<file path="src/rtl/lsu_mem_master.sv">
// lsu_mem_master
// Initiator side of the word-based data-memory interface. Turns one MEM-stage
// load/store request into one or two word-aligned accesses with byte enables.
// Store data is shifted into byte lanes. Load data is reassembled from up to
// two words, then truncated and sign/zero-extended.
//
// Ports:
//   clock, reset                 system clock, synchronous active-low reset
//   req_valid/req_ready          request handshake: a request is taken on a
//                                cycle where both are 1. req_ready is 1 only
//                                in IDLE. The requester must hold req_* stable
//                                while req_valid=1 and req_ready=0.
//   req_write/size/unsigned      store flag, size (0 byte, 1 half, 2 word,
//                                3 illegal), load zero-extend flag
//   req_addr/req_wdata           byte address (any alignment), store data
//   resp_valid/rdata/error       one-cycle completion pulse, no backpressure
//   mem_*                        byte-enabled, word-addressed memory port
//   dbg_state                    current FSM state (IDLE=0 ACC0=1 ACC1=2 RESP=3)
//
// Every mem_* and resp_* output is decoded from registered state only, so
// there is no combinational path from req_* to the memory.
module lsu_mem_master #(
  parameter int ADDR_WIDTH = 12,
  parameter int DATA_WIDTH = 32   // only 32 is supported
) (
  input  logic                  clock,
  input  logic                  reset,
  input  logic                  req_valid,
  output logic                  req_ready,
  input  logic                  req_write,
  input  logic [1:0]            req_size,
  input  logic                  req_unsigned,
  input  logic [ADDR_WIDTH-1:0] req_addr,
  input  logic [DATA_WIDTH-1:0] req_wdata,
  output logic                  resp_valid,
  output logic [DATA_WIDTH-1:0] resp_rdata,
  output logic                  resp_error,
  output logic                  mem_enable,
  output logic                  mem_write_enable,
  output logic [3:0]            mem_byte_enable,
  output logic [ADDR_WIDTH-1:0] mem_address,
  output logic [DATA_WIDTH-1:0] mem_write_data,
  input  logic [DATA_WIDTH-1:0] mem_read_data,
  output logic [1:0]            dbg_state
);

  typedef enum logic [1:0] {
    IDLE = 2'd0,
    ACC0 = 2'd1,
    ACC1 = 2'd2,
    RESP = 2'd3
  } state_t;

  state_t                  state_q, state_d;
  logic [ADDR_WIDTH-1:0]   addr_q, addr_d;
  logic [1:0]              size_q, size_d;
  logic                    write_q, write_d;
  logic                    unsigned_q, unsigned_d;
  logic                    error_q, error_d;
  logic [DATA_WIDTH-1:0]   wdata_q, wdata_d;
  logic [DATA_WIDTH-1:0]   lo_q, lo_d;
  logic [DATA_WIDTH-1:0]   hi_q, hi_d;

  logic [1:0]              off;
  logic [7:0]              mask;
  logic                    split;
  logic [2*DATA_WIDTH-1:0] store_word;
  logic [2*DATA_WIDTH-1:0] load_pair;
  logic [DATA_WIDTH-1:0]   load_ext;
  logic [ADDR_WIDTH-1:0]   word0_addr;
  logic [ADDR_WIDTH-1:0]   word1_addr;

  assign off        = addr_q[1:0];
  assign word0_addr = {addr_q[ADDR_WIDTH-1:2], 2'b00};
  // The natural overflow of the addition wraps the last word back to address 0.
  assign word1_addr = word0_addr + ADDR_WIDTH'(4);
  assign dbg_state  = state_q;

  // Byte mask over two consecutive words. The low nibble selects bytes of
  // word0 and the high nibble selects bytes of word1.
  always_comb begin
    mask = 8'h00;
    case (size_q)
      2'd0:    mask = 8'h01 << off;
      2'd1:    mask = 8'h03 << off;
      default: mask = 8'h0f << off;
    endcase
  end
  assign split = |mask[7:4];

  assign store_word = {{DATA_WIDTH{1'b0}}, wdata_q} << {off, 3'b000};
  assign load_pair  = {hi_q, lo_q} >> {off, 3'b000};

  always_comb begin
    load_ext = '0;
    case (size_q)
      2'd0:    load_ext = unsigned_q ? {24'b0, load_pair[7:0]}
                                     : {{24{load_pair[7]}}, load_pair[7:0]};
      2'd1:    load_ext = unsigned_q ? {16'b0, load_pair[15:0]}
                                     : {{16{load_pair[15]}}, load_pair[15:0]};
      default: load_ext = load_pair[31:0];
    endcase
  end

  always_comb begin
    state_d          = state_q;
    addr_d           = addr_q;
    size_d           = size_q;
    write_d          = write_q;
    unsigned_d       = unsigned_q;
    error_d          = error_q;
    wdata_d          = wdata_q;
    lo_d             = lo_q;
    hi_d             = hi_q;
    req_ready        = 1'b0;
    resp_valid       = 1'b0;
    resp_rdata       = '0;
    resp_error       = 1'b0;
    mem_enable       = 1'b0;
    mem_write_enable = 1'b0;
    mem_byte_enable  = 4'b0000;
    mem_address      = '0;
    mem_write_data   = '0;

    case (state_q)
      IDLE: begin
        req_ready = 1'b1;
        if (req_valid) begin
          addr_d     = req_addr;
          size_d     = req_size;
          write_d    = req_write;
          unsigned_d = req_unsigned;
          wdata_d    = req_wdata;
          lo_d       = '0;
          // hi stays 0 for non-split loads, so the reassembly can use it unconditionally.
          hi_d       = '0;
          error_d    = (req_size == 2'd3);
          state_d    = (req_size == 2'd3) ? RESP : ACC0;
        end
      end
      ACC0: begin
        mem_enable       = 1'b1;
        mem_address      = word0_addr;
        mem_write_enable = write_q;
        if (write_q) begin
          mem_byte_enable = mask[3:0];
          mem_write_data  = store_word[DATA_WIDTH-1:0];
        end else begin
          lo_d = mem_read_data;
        end
        state_d = split ? ACC1 : RESP;
      end
      ACC1: begin
        mem_enable       = 1'b1;
        mem_address      = word1_addr;
        mem_write_enable = write_q;
        if (write_q) begin
          mem_byte_enable = mask[7:4];
          mem_write_data  = store_word[2*DATA_WIDTH-1:DATA_WIDTH];
        end else begin
          hi_d = mem_read_data;
        end
        state_d = RESP;
      end
      RESP: begin
        resp_valid = 1'b1;
        resp_error = error_q;
        resp_rdata = (write_q || error_q) ? '0 : load_ext;
        state_d    = IDLE;
      end
      default: state_d = IDLE;
    endcase

    // While reset is held, every output is quiet even before the state
    // register clears. This also stops a pending memory write.
    if (!reset) begin
      req_ready        = 1'b0;
      resp_valid       = 1'b0;
      resp_rdata       = '0;
      resp_error       = 1'b0;
      mem_enable       = 1'b0;
      mem_write_enable = 1'b0;
      mem_byte_enable  = 4'b0000;
      mem_address      = '0;
      mem_write_data   = '0;
    end
  end

  always_ff @(posedge clock) begin
    if (!reset) begin
      state_q    <= IDLE;
      addr_q     <= '0;
      size_q     <= 2'd0;
      write_q    <= 1'b0;
      unsigned_q <= 1'b0;
      error_q    <= 1'b0;
      wdata_q    <= '0;
      lo_q       <= '0;
      hi_q       <= '0;
    end else begin
      state_q    <= state_d;
      addr_q     <= addr_d;
      size_q     <= size_d;
      write_q    <= write_d;
      unsigned_q <= unsigned_d;
      error_q    <= error_d;
      wdata_q    <= wdata_d;
      lo_q       <= lo_d;
      hi_q       <= hi_d;
    end
  end

endmodule

</file>
<file path="config.mk">
export PLATFORM = sky130hd
export DESIGN_NAME = lsu_mem_master
export DESIGN_NICKNAME = d
export VERILOG_FILES = /design/src/rtl/lsu_mem_master.sv
export SDC_FILE = /design/constraint.sdc
export NUM_CORES = 1
export LEC_CHECK = 0
export CORE_AREA = 2 2 120 122
export CTS_CLUSTER_DIAMETER = 60
export CTS_CLUSTER_SIZE = 12
export DETAILED_ROUTE_END_ITERATION = 6
export DIE_AREA = 0 0 122 124
export PLACE_DENSITY = 0.8
export SLEW_MARGIN = 10
export SYNTH_ARGS = -nofsm -noshare
export SYNTH_HDL_FRONTEND = slang
export SYNTH_SLANG_ARGS = --single-unit
export TNS_END_PERCENT = 30
</file>
<file path="constraint.sdc">
create_clock -name clock -period 6.04 [get_ports clock]
set_clock_uncertainty 0.2 [all_clocks]
set_input_delay 1.51 -clock clock [delete_from_list [all_inputs] [get_ports clock]]
set_output_delay 1.51 -clock clock [all_outputs]
set_load 0.03 [all_outputs]
</file>
==> flow_metrics.py <==
metrics = {
    "grt": {
        "grt_pass1_vias": 6129,
        "grtUsageTotal_pct": 27.6,
        "grt_overflow_total": 0,
        "grt_antenna_before_repair": 1,
        "grt_pass1_wl_microns": 32600,
        "grt_max_degree": 86,
    },
    "clock_tree": {
        "cts-root-buf": "clkbuf_16",
        "worstSkewPairLatency_ns": 0.36,
        "cts_resized": 0,
        "cts_tree": "yes",
        "cts_buffer_depth": 2,
        "clock-sinks": 107,
        "clk_pin_slew_ns": 0.06,
        "cts_buffers": 9,
        "cts_hold_buffers": 0,
        "h-tree-depth": 3,
        "post_cts_buffers": 0,
    },
    "pwr": {
        "powerDensity_mw_per_mm2": 322,
        "power_leakage_nw": 2.89,
        "max-vdd-ir-drop_uv": 371,
    },
    "hold_path": {
        "min_from": "hi_q[15]",
        "whs_endpoint": "hi_q[15]",
        "min_path_cells": 2,
        "hold_path.class": "register to register",
    },
    "synth": {
        "seq_area_frac_synth_pct": 31.6,
        "postSynthAreaPerCell_sq_um": 7.84,
        "synth_cells": 866,
        "synthFlopType": "dfxtp_1",
        "ys_seq_elements": 107,
        "synth_edf_count": 0,
        "netlist_area_sq_mm": 0.00679,
        "yosysWarnings": 0,
        "synth.distinct_cells": 61,
        "synthArstFlopShare_pct": 0,
    },
    "timing": {
        "hold_viol_final": 0,
        "maxSlewViolCount": 0,
        "fin_crit_sh_pct": 85.3,
        "grt_setup_unrepaired": "false",
        "max_freq_ghz": 0.194,
        "setup_violations": 0,
        "setup_tns_ns": 0,
        "slew_headroom_pct": 19.2,
        "hold_slack_ns": 0.249,
        "fin_crit_ns": 5.15,
        "worst_pin_slew_ns": 1.21,
    },
    "setup_path": {
        "worstPathCellList": "buf_2 > nand2_2 > buf_4 > inv_2 > nand2_1 > a211oi_1 > clkdlybuf4s50_1",
        "start_kind": "input pin",
        "cp-end-kind": "output pin",
        "critical_path_cell_count": 7,
        "r2r_cells": 7,
        "max_stage_delay_ns": 0.74,
        "worstPathRequired_ns": 4.33,
        "cp.buffers_inverters": 4,
        "worstSetupPathType": "input pin to output pin",
        "arrival_ns": 3.44,
        "ff2ff_setup_slack_ns": 2.92,
        "critPathMaxFanout": 34,
        "r2r-end": "lo_q[3]",
        "r2r_start": "dbg_state[1]",
        "critical_path.top_delay_family": "buffers and inverters",
        "cp_slowest_cell": "clkdlybuf4s50_1",
    },
    "drt": {
        "drt_wl_total_microns": 21100,
        "postRouteAntennaNets": 0,
        "viasPerCell": 5.81,
        "wire_per_inst_microns": 18.2,
        "vias": 6736,
        "drt_iter0_drc": 731,
        "dr.pass1.iters": 7,
        "drcViolationCount": 0,
    },
    "outcome": {
        "status": "completed",
    },
    "final_layout": {
        "fillers": 1224,
        "fin_nets": 1062,
        "layout_common_cells": "nand2_1 (180), clkdlybuf4s50_1 (154), dfxtp_1 (105), nand3_1 (64), a21boi_0 (55)",
        "final_core_util_pct": 63.0,
        "drive_above_1_share_pct": 9.51,
        "final_cell_area_sq_mm": 0.00864,
        "area_growth_pct": 27.3,
        "final_common_cell": "nand2_1",
    },
    "placement": {
        "dpl-instance-area_sq_mm": 0.00831,
        "place.gp.congestion": 0.970,
        "port_buffers": 167,
        "dp_hpwl_microns": 14300,
    },
    "die": {
        "core_sq_mm": 0.0137,
        "initial_utilization_pct": 49.5,
        "rows": 43,
        "die_h_microns": 124,
        "dieArea_sq_mm": 0.0151,
        "fp.dieW_microns": 122,
        "io_pins": 170,
    },
    "run": {
        "drv_cap": 0,
    },
}
[how the worst max path moves through the flow]
stage | startpoint | end
floorplan | reset | mem_write_data[24]
global placement | reset | mem_write_data[24]
detailed placement | reset | mem_write_data[24]
CTS | reset | mem_write_data[24]
global route | reset | mem_write_data[24]
finish | reset | mem_write_data[24]
[stage by stage]
| stage | total power, mW | std cells | setup slack [ns] |
|---|---|---|---|
| 3_3_place_gp | 2.10 | 1142 | 0.951 |
| 4_1_cts | 2.77 | 1158 | 0.908 |
| 6_report | 2.78 | 1159 | 0.886 |
| 2_1_floorplan | 1.84 | 867 | 1.61 |
| 3_5_place_dp | 2.12 | 1142 | 0.928 |
| 5_1_grt | 2.93 | 1158 | 0.803 |
[routing by layer]
layer	share of wire (%)	track usage, %	wire (microns)	vias to the layer above
met2	46	44.0	9640	338
li1	-	-	-	3238
met1	43	37.2	9080	3123
met4	2.5	9.63	537	0
met3	8.7	5.72	1840	37
met5	0	0	0	-
[tightest hold or removal path, stage by stage, from the launching register on]
cell,delay [ns]
dfxtp_1,0.31
nand2_1,0.05
a21boi_1,0.05
[final cells by class]
class                      count  area [sq um]  area share, %
timing repair buffer         178          1740           20.2
clock inverter                 5          85.1          0.984
antenna                        1          2.50         0.0289
tap                          180           225           2.61
sequential                   107          2150           24.8
clock buffer                  11           243           2.81
multi-input combinational    671          4180           48.3
inverter                       6          22.5          0.261
[report_power, final]
part	internal (mW)	switching [mW]	leakage, nW
logic	0.379	0.769	1.86
registers	0.825	0.149	0.872
clock network	0.378	0.281	0.156
total	1.58	1.20	2.89
[registers in the layout, indices dropped and copies added, names as in the netlist]
register    count
lo_q           32
wdata_q        32
hi_q           24
addr_q         12
dbg_state       2
size_q          2
error_q         1
unsigned_q      1
write_q         1
[logic make-up (layout without fill, tap and decap cells)]
logic type	count (synthesis)	count (layout)	synth area share, %
simple gates	346	346	23.1
xor+xnor	2	2	0.258
flops	107	107	31.6
mux	74	74	11.6
buf+inv	89	200	7.02
fa+ha+maj	6	6	1.11
other cells	1	3	0.0552
compound gates	241	241	25.4
[synthesized netlist by cell type (3+ instances only)]
master	number	share of area [%]
a211oi_1	8	0.88
a21boi_0	55	6.1
a21boi_1	50	5.5
a21oi_1	38	2.8
a22o_1	9	1.2
a22oi_1	24	2.7
and2_1	5	0.46
and3_1	6	0.55
buf_2	27	2.0
buf_4	10	1.1
buf_6	9	1.5
clkbuf_1	34	1.9
dfxtp_1	107	32
ha_1	6	1.1
inv_1	5	0.28
mux2_2	31	5.1
mux2i_1	42	6.2
nand2_1	180	10
nand3_1	64	4.7
nor2_1	50	2.8
nor2b_1	6	0.55
nor3_1	3	0.22
o211ai_1	9	1.0
o21ai_0	10	0.74
o21ai_1	10	0.74
o22a_1	8	1.0
o2bb2ai_1	8	1.0
or2_2	8	0.74
or3_1	3	0.28
Note: power is estimated with default switching activity, not from simulation.
==> RTL change 1: new RTL, same flow settings <==
Change the parameter `ADDR_WIDTH` from 12 to 13.
--- a/src/rtl/lsu_mem_master.sv
+++ b/src/rtl/lsu_mem_master.sv
@@ -20,7 +20,7 @@
 // Every mem_* and resp_* output is decoded from registered state only, so
 // there is no combinational path from req_* to the memory.
 module lsu_mem_master #(
-  parameter int ADDR_WIDTH = 12,
+  parameter int ADDR_WIDTH = 13,
   parameter int DATA_WIDTH = 32   // only 32 is supported
 ) (
   input  logic                  clock,
Ports: changed (resized mem_address and req_addr); port bits go from 170 to 172. No check against the original RTL was run, so the function may have changed too.
==> RTL change 1 against the original RTL <==
Total power fell by 0.41%; wire length fell by 3.1%; synthesized area fell by 0.76%; synthesized cell count rose by 2.1%; setup slack improved by 0.076 ns; count of clock-buffer cells in the layout rose by 1; sequential cell count rose by 1; design area fell by 0.56%.
==> RTL change 1: results (changes against the original RTL) <==
| Metric | Value |
|---|---|
| Post-CTS setup buffer count | 0 (unchanged) |
| Largest net degree at the start of global routing | 114 (was 86) |
| Fin Hold WS | 0.251 ns (was 0.249 ns) |
| Worst Hold Class | reg -> reg (unchanged) |
| Reg2reg setup slack | 2.90 ns (was 2.92 ns) |
| Post-synth top cells | nand2_1 (193), dfxtp_1 (108), a21boi_0 (84) (was nand2_1 (180), dfxtp_1 (107), nand3_1 (64)) |
| Pleak | 0.00285 µW (was 0.00289 µW) |
| Slew at the pin closest to its max-slew limit | 1.02 ns (was 1.21 ns) |
| Routed WL per cell | 17.4 µm (was 18.2 µm) |
| Slowest stage delay, CP | 0.99 ns (was 0.74 ns) |
| Worst-path fanout max | 71 (was 34) |
| DP Area | 8270 µm² (was 8310 µm²) |
| Total track usage | 26.7% (was 27.6%) |
| Pre-antenna DRT Iters | 5 (was 7) |
| Worst path slowest cell | dfxtp_4 (was clkdlybuf4s50_1) |
| Cell depth of the worst hold path | 2 (unchanged) |
| Worst flop-to-flop path endpoint | lo_q[24] (was lo_q[3]) |
| Multiplexer area fraction after synthesis | 11.5% (was 11.6%) |
| Hpwl dp | 13900 µm (was 14300 µm) |
| Netlist cell types | 55 (was 61) |
| Wl on met1 | 9190 µm (was 9080 µm) |
| First-pass GRT wire length | 31500 µm (was 32600 µm) |
| GR Util met3 | 5.45% (was 5.72%) |
| Max VDD drop | 0.335 mV (was 0.371 mV) |
| Compound-Gate Fraction of Synth Area | 25.6% (was 25.4%) |
| Met1 Use GR | 37.9% (was 37.2%) |
| Clk buf depth | 2 (unchanged) |
| Adder-cell share of the synthesized area | 1.11% (about the same) |
| Outcome | complete, no violations (unchanged) |
| Part of the Yosys area used for sequential elements | 32.1% (was 31.6%) |
| DR WL met3 | 1720 µm (was 1840 µm) |
| Delay-heaviest family, CP | flip-flops (was buffers and inverters) |
| CTS root buf | clkbuf_16 (unchanged) |
| CTS clk-pin slew, worst paths | 0.07 ns |
| Post-synthesis xor/xnor area fraction | 0.390% (was 0.258%) |
| Critical Path Start | addr_q[1] (was reset) |
| CP arrival | 3.37 ns (was 3.44 ns) |
| Port bufs | 169 (was 167) |
| Setup crit end | resp_rdata[8] (was mem_write_data[24]) |
| Hold Path Sink | hi_q[22] (was hi_q[15]) |
| Vias in the first global route | 5929 (was 6129) |
| Routing usage on met2 | 40.5% (was 44.0%) |
| Largest cells by area after synthesis | dfxtp_1 (32%), nand2_1 (11%), a21boi_0 (9.4%) (was dfxtp_1 (32%), nand2_1 (10%), mux2i_1 (6.2%)) |
| Placer Congestion | 0.870 (was 0.970) |
| Share of post-route cells with drive strength above 1 | 9.55% (was 9.51%) |
| Hold Crit Start | hi_q[22] (was hi_q[15]) |
| DR top layer | met4 (unchanged) |
| Layout Nets | 1080 (was 1062) |
| Vias per cell | 5.70 (was 5.81) |
| Number of DRC markers in iteration 0 | 685 (was 731) |
| Met2 Wirelength | 9120 µm (was 9640 µm) |
RTL change 1: cell count changes after synthesis, moves of 13 or more:
| cell | unedited run | this run |
|---|---|---|
| a21boi_0 | 55 | 84 |
| a21boi_1 | 50 | 22 |
| nand2_1 | 180 | 193 |
| o21ai_0 | 10 | 27 |
RTL change 1: final cells by class:
cell class              instances  area (µm²)
diodes                          1        2.50
flip-flops and latches        108        2170
clock inverters                 4        72.6
fillers                      1256        5120
inverters                       7        26.3
clock buffers                  12         246
multi-input cells             685        4160
repair buffers                179        1690
well taps                     180         225
RTL change 1: metrics by stage:
stage          worst slack (ns)  std cells
6_report                  0.962       1176
2_1_floorplan              1.39        885
4_1_cts                    1.04       1175
5_1_grt                   0.903       1175
3_5_place_dp               1.04       1159
3_3_place_gp               1.06       1159
RTL change 1: report_power, final:
group | switching, µW | internal, µW | leakage (µW)
clock | 265 | 375 | 0.000153
combinational | 739 | 384 | 0.00181
sequential | 174 | 833 | 0.000881
==> RTL change 2: new RTL, same flow settings <==
Made on the original files. Take the reset off `hi_q` and load it in a clocked block of its own.
--- a/src/rtl/lsu_mem_master.sv
+++ b/src/rtl/lsu_mem_master.sv
@@ -196,7 +196,6 @@
       error_q    <= 1'b0;
       wdata_q    <= '0;
       lo_q       <= '0;
-      hi_q       <= '0;
     end else begin
       state_q    <= state_d;
       addr_q     <= addr_d;
@@ -206,9 +205,12 @@
       error_q    <= error_d;
       wdata_q    <= wdata_d;
       lo_q       <= lo_d;
-      hi_q       <= hi_d;
     end
   end
 
+  always_ff @(posedge clock) begin
+    hi_q <= hi_d;
+  end
+
 endmodule
 
Function: same outputs for any inputs over 10 cycles, from zero or initial values and one cycle with reset low; that may be too few to reach the edited logic, so the function may still have changed.
==> RTL change 2 against the original RTL <==
Wire length shrank 4.6%; highest routed layer unchanged; via count shrank 6.5%; maximum frequency grew 0.11%; synthesized cell count shrank 6.5%; global-route usage shrank 0.97 points; sequential cell count is the same; total power grew 1.8%; count of clock-buffer cells in the layout is the same; cell count shrank 4.3%; largest power group unchanged; setup slack gained 0.0057 ns; design area shrank 0.61%; synthesized area shrank 0.79%.
==> RTL change 2: results (changes against the original RTL) <==
| Metric | Value |
|---|---|
| Met2 Wirelength | 9200 µm (was 9640 µm) |
| Port bufs | 167 (unchanged) |
| Switch share | 41.0% (was 43.1%) |
| Power per cell area | 330 nW/µm² (was 322 nW/µm²) |
| Vias per cell | 5.68 (was 5.81) |
| Outcome | complete, no violations (unchanged) |
| Met1 Use GR | 38.2% (was 37.2%) |
| CP arrival | 3.44 ns (about the same) |
| Hold Crit Start | lo_q[4] (was hi_q[15]) |
| Pleak | 0.00289 µW (about the same) |
| Layout Nets | 1013 (was 1062) |
| P_seq | 1120 µW (was 975 µW) |
| GR Util met3 | 4.49% (was 5.72%) |
| Slowest stage delay, CP | 0.67 ns (was 0.74 ns) |
| Dpl cells | 1093 (was 1142) |
| First-pass GRT wire length | 31300 µm (was 32600 µm) |
| Ys Warns | 0 (unchanged) |
| Placer Congestion | 0.877 (was 0.970) |
| CTS resizes | 0 (unchanged) |
| DR top layer | met4 (unchanged) |
| Post-synth top cells | nand2_1 (156), dfxtp_1 (83), a21boi_0 (51) (was nand2_1 (180), dfxtp_1 (107), nand3_1 (64)) |
| Post-synthesis xor/xnor area fraction | 0.260% (was 0.258%) |
| Number of DRC markers in iteration 0 | 529 (was 731) |
| Clk pwr | 583 µW (was 658 µW) |
| Routed WL per cell | 18.1 µm (was 18.2 µm) |
| Ant diodes | 0 (was 1) |
| Max_slew headroom | 19.3% (was 19.2%) |
| Largest cells by area after synthesis | dfxtp_1 (25%), edfxtp_1 (11%), nand2_1 (8.7%) (was dfxtp_1 (32%), nand2_1 (10%), mux2i_1 (6.2%)) |
| Delay-heaviest family, CP | buffers and inverters (unchanged) |
| Pre-antenna DRT Iters | 5 (was 7) |
| Max VDD drop | 0.348 mV (was 0.371 mV) |
| Vias in the first global route | 5795 (was 6129) |
| DP Area | 8290 µm² (was 8310 µm²) |
| TNS Setup | 0 ns (unchanged) |
| Multiplexer area fraction after synthesis | 11.6% (about the same) |
| Top power group | combinational logic (unchanged) |
| Clock latency on the worst-skew pair | 0.35 ns |
| Synth Instances | 810 (was 866) |
| Number of fillers in the final layout | 1207 (was 1224) |
| EDFF count, synth | 24 (was 0) |
| Total track usage | 26.7% (was 27.6%) |
| Part of the Yosys area used for sequential elements | 35.4% (was 31.6%) |
| Wl on met1 | 8990 µm (was 9080 µm) |
| Largest net degree at the start of global routing | 66 (was 86) |
| Adder-cell share of the synthesized area | 1.11% (about the same) |
| Antenna violations before repair | 0 (was 1) |
| Dpl ws | 0.899 ns (was 0.928 ns) |
| Compound-Gate Fraction of Synth Area | 23.1% (was 25.4%) |
| Netlist cell types | 61 (unchanged) |
| Routing usage on met2 | 41.0% (was 44.0%) |
| Share of post-route cells with drive strength above 1 | 10.0% (was 9.51%) |
| Worst Hold Class | reg -> reg (unchanged) |
| CTS Buf Count | 9 (unchanged) |
| DR WL met3 | 1530 µm (was 1840 µm) |
| Routed wire length | 20100 µm (was 21100 µm) |
| Hpwl dp | 13900 µm (was 14300 µm) |
RTL change 2: layout make-up:
type | count | area (µm²) | area share, %
multi-input combinational | 622 | 3930 | 45.8
clock inverter | 5 | 33.8 | 0.393
tap | 180 | 225 | 2.62
timing repair buffer | 178 | 1730 | 20.1
inverter | 6 | 22.5 | 0.262
sequential | 107 | 2390 | 27.8
clock buffer | 11 | 264 | 3.07
RTL change 2: worst paths after layout:
check / to / slack [ns] / cells after the start
hold / removal: lo_q[4] / 0.25 / 2
hold reg to reg: lo_q[4] / 0.25 / 2
setup / recovery: mem_address[11] / 0.89 / 8
setup reg to reg: lo_q[5] / 3.07 / 7
RTL change 2: through the flow:
step	util (%)	hold WS (ns)	power (µW)
4_1_cts	62.6	0.253	2830
3_5_place_dp	60.5	0.243	2250
2_1_floorplan	-	0.228	1950
5_1_grt	62.6	0.276	2990
6_report	62.6	0.252	2830
3_3_place_gp	60.5	0.236	2230
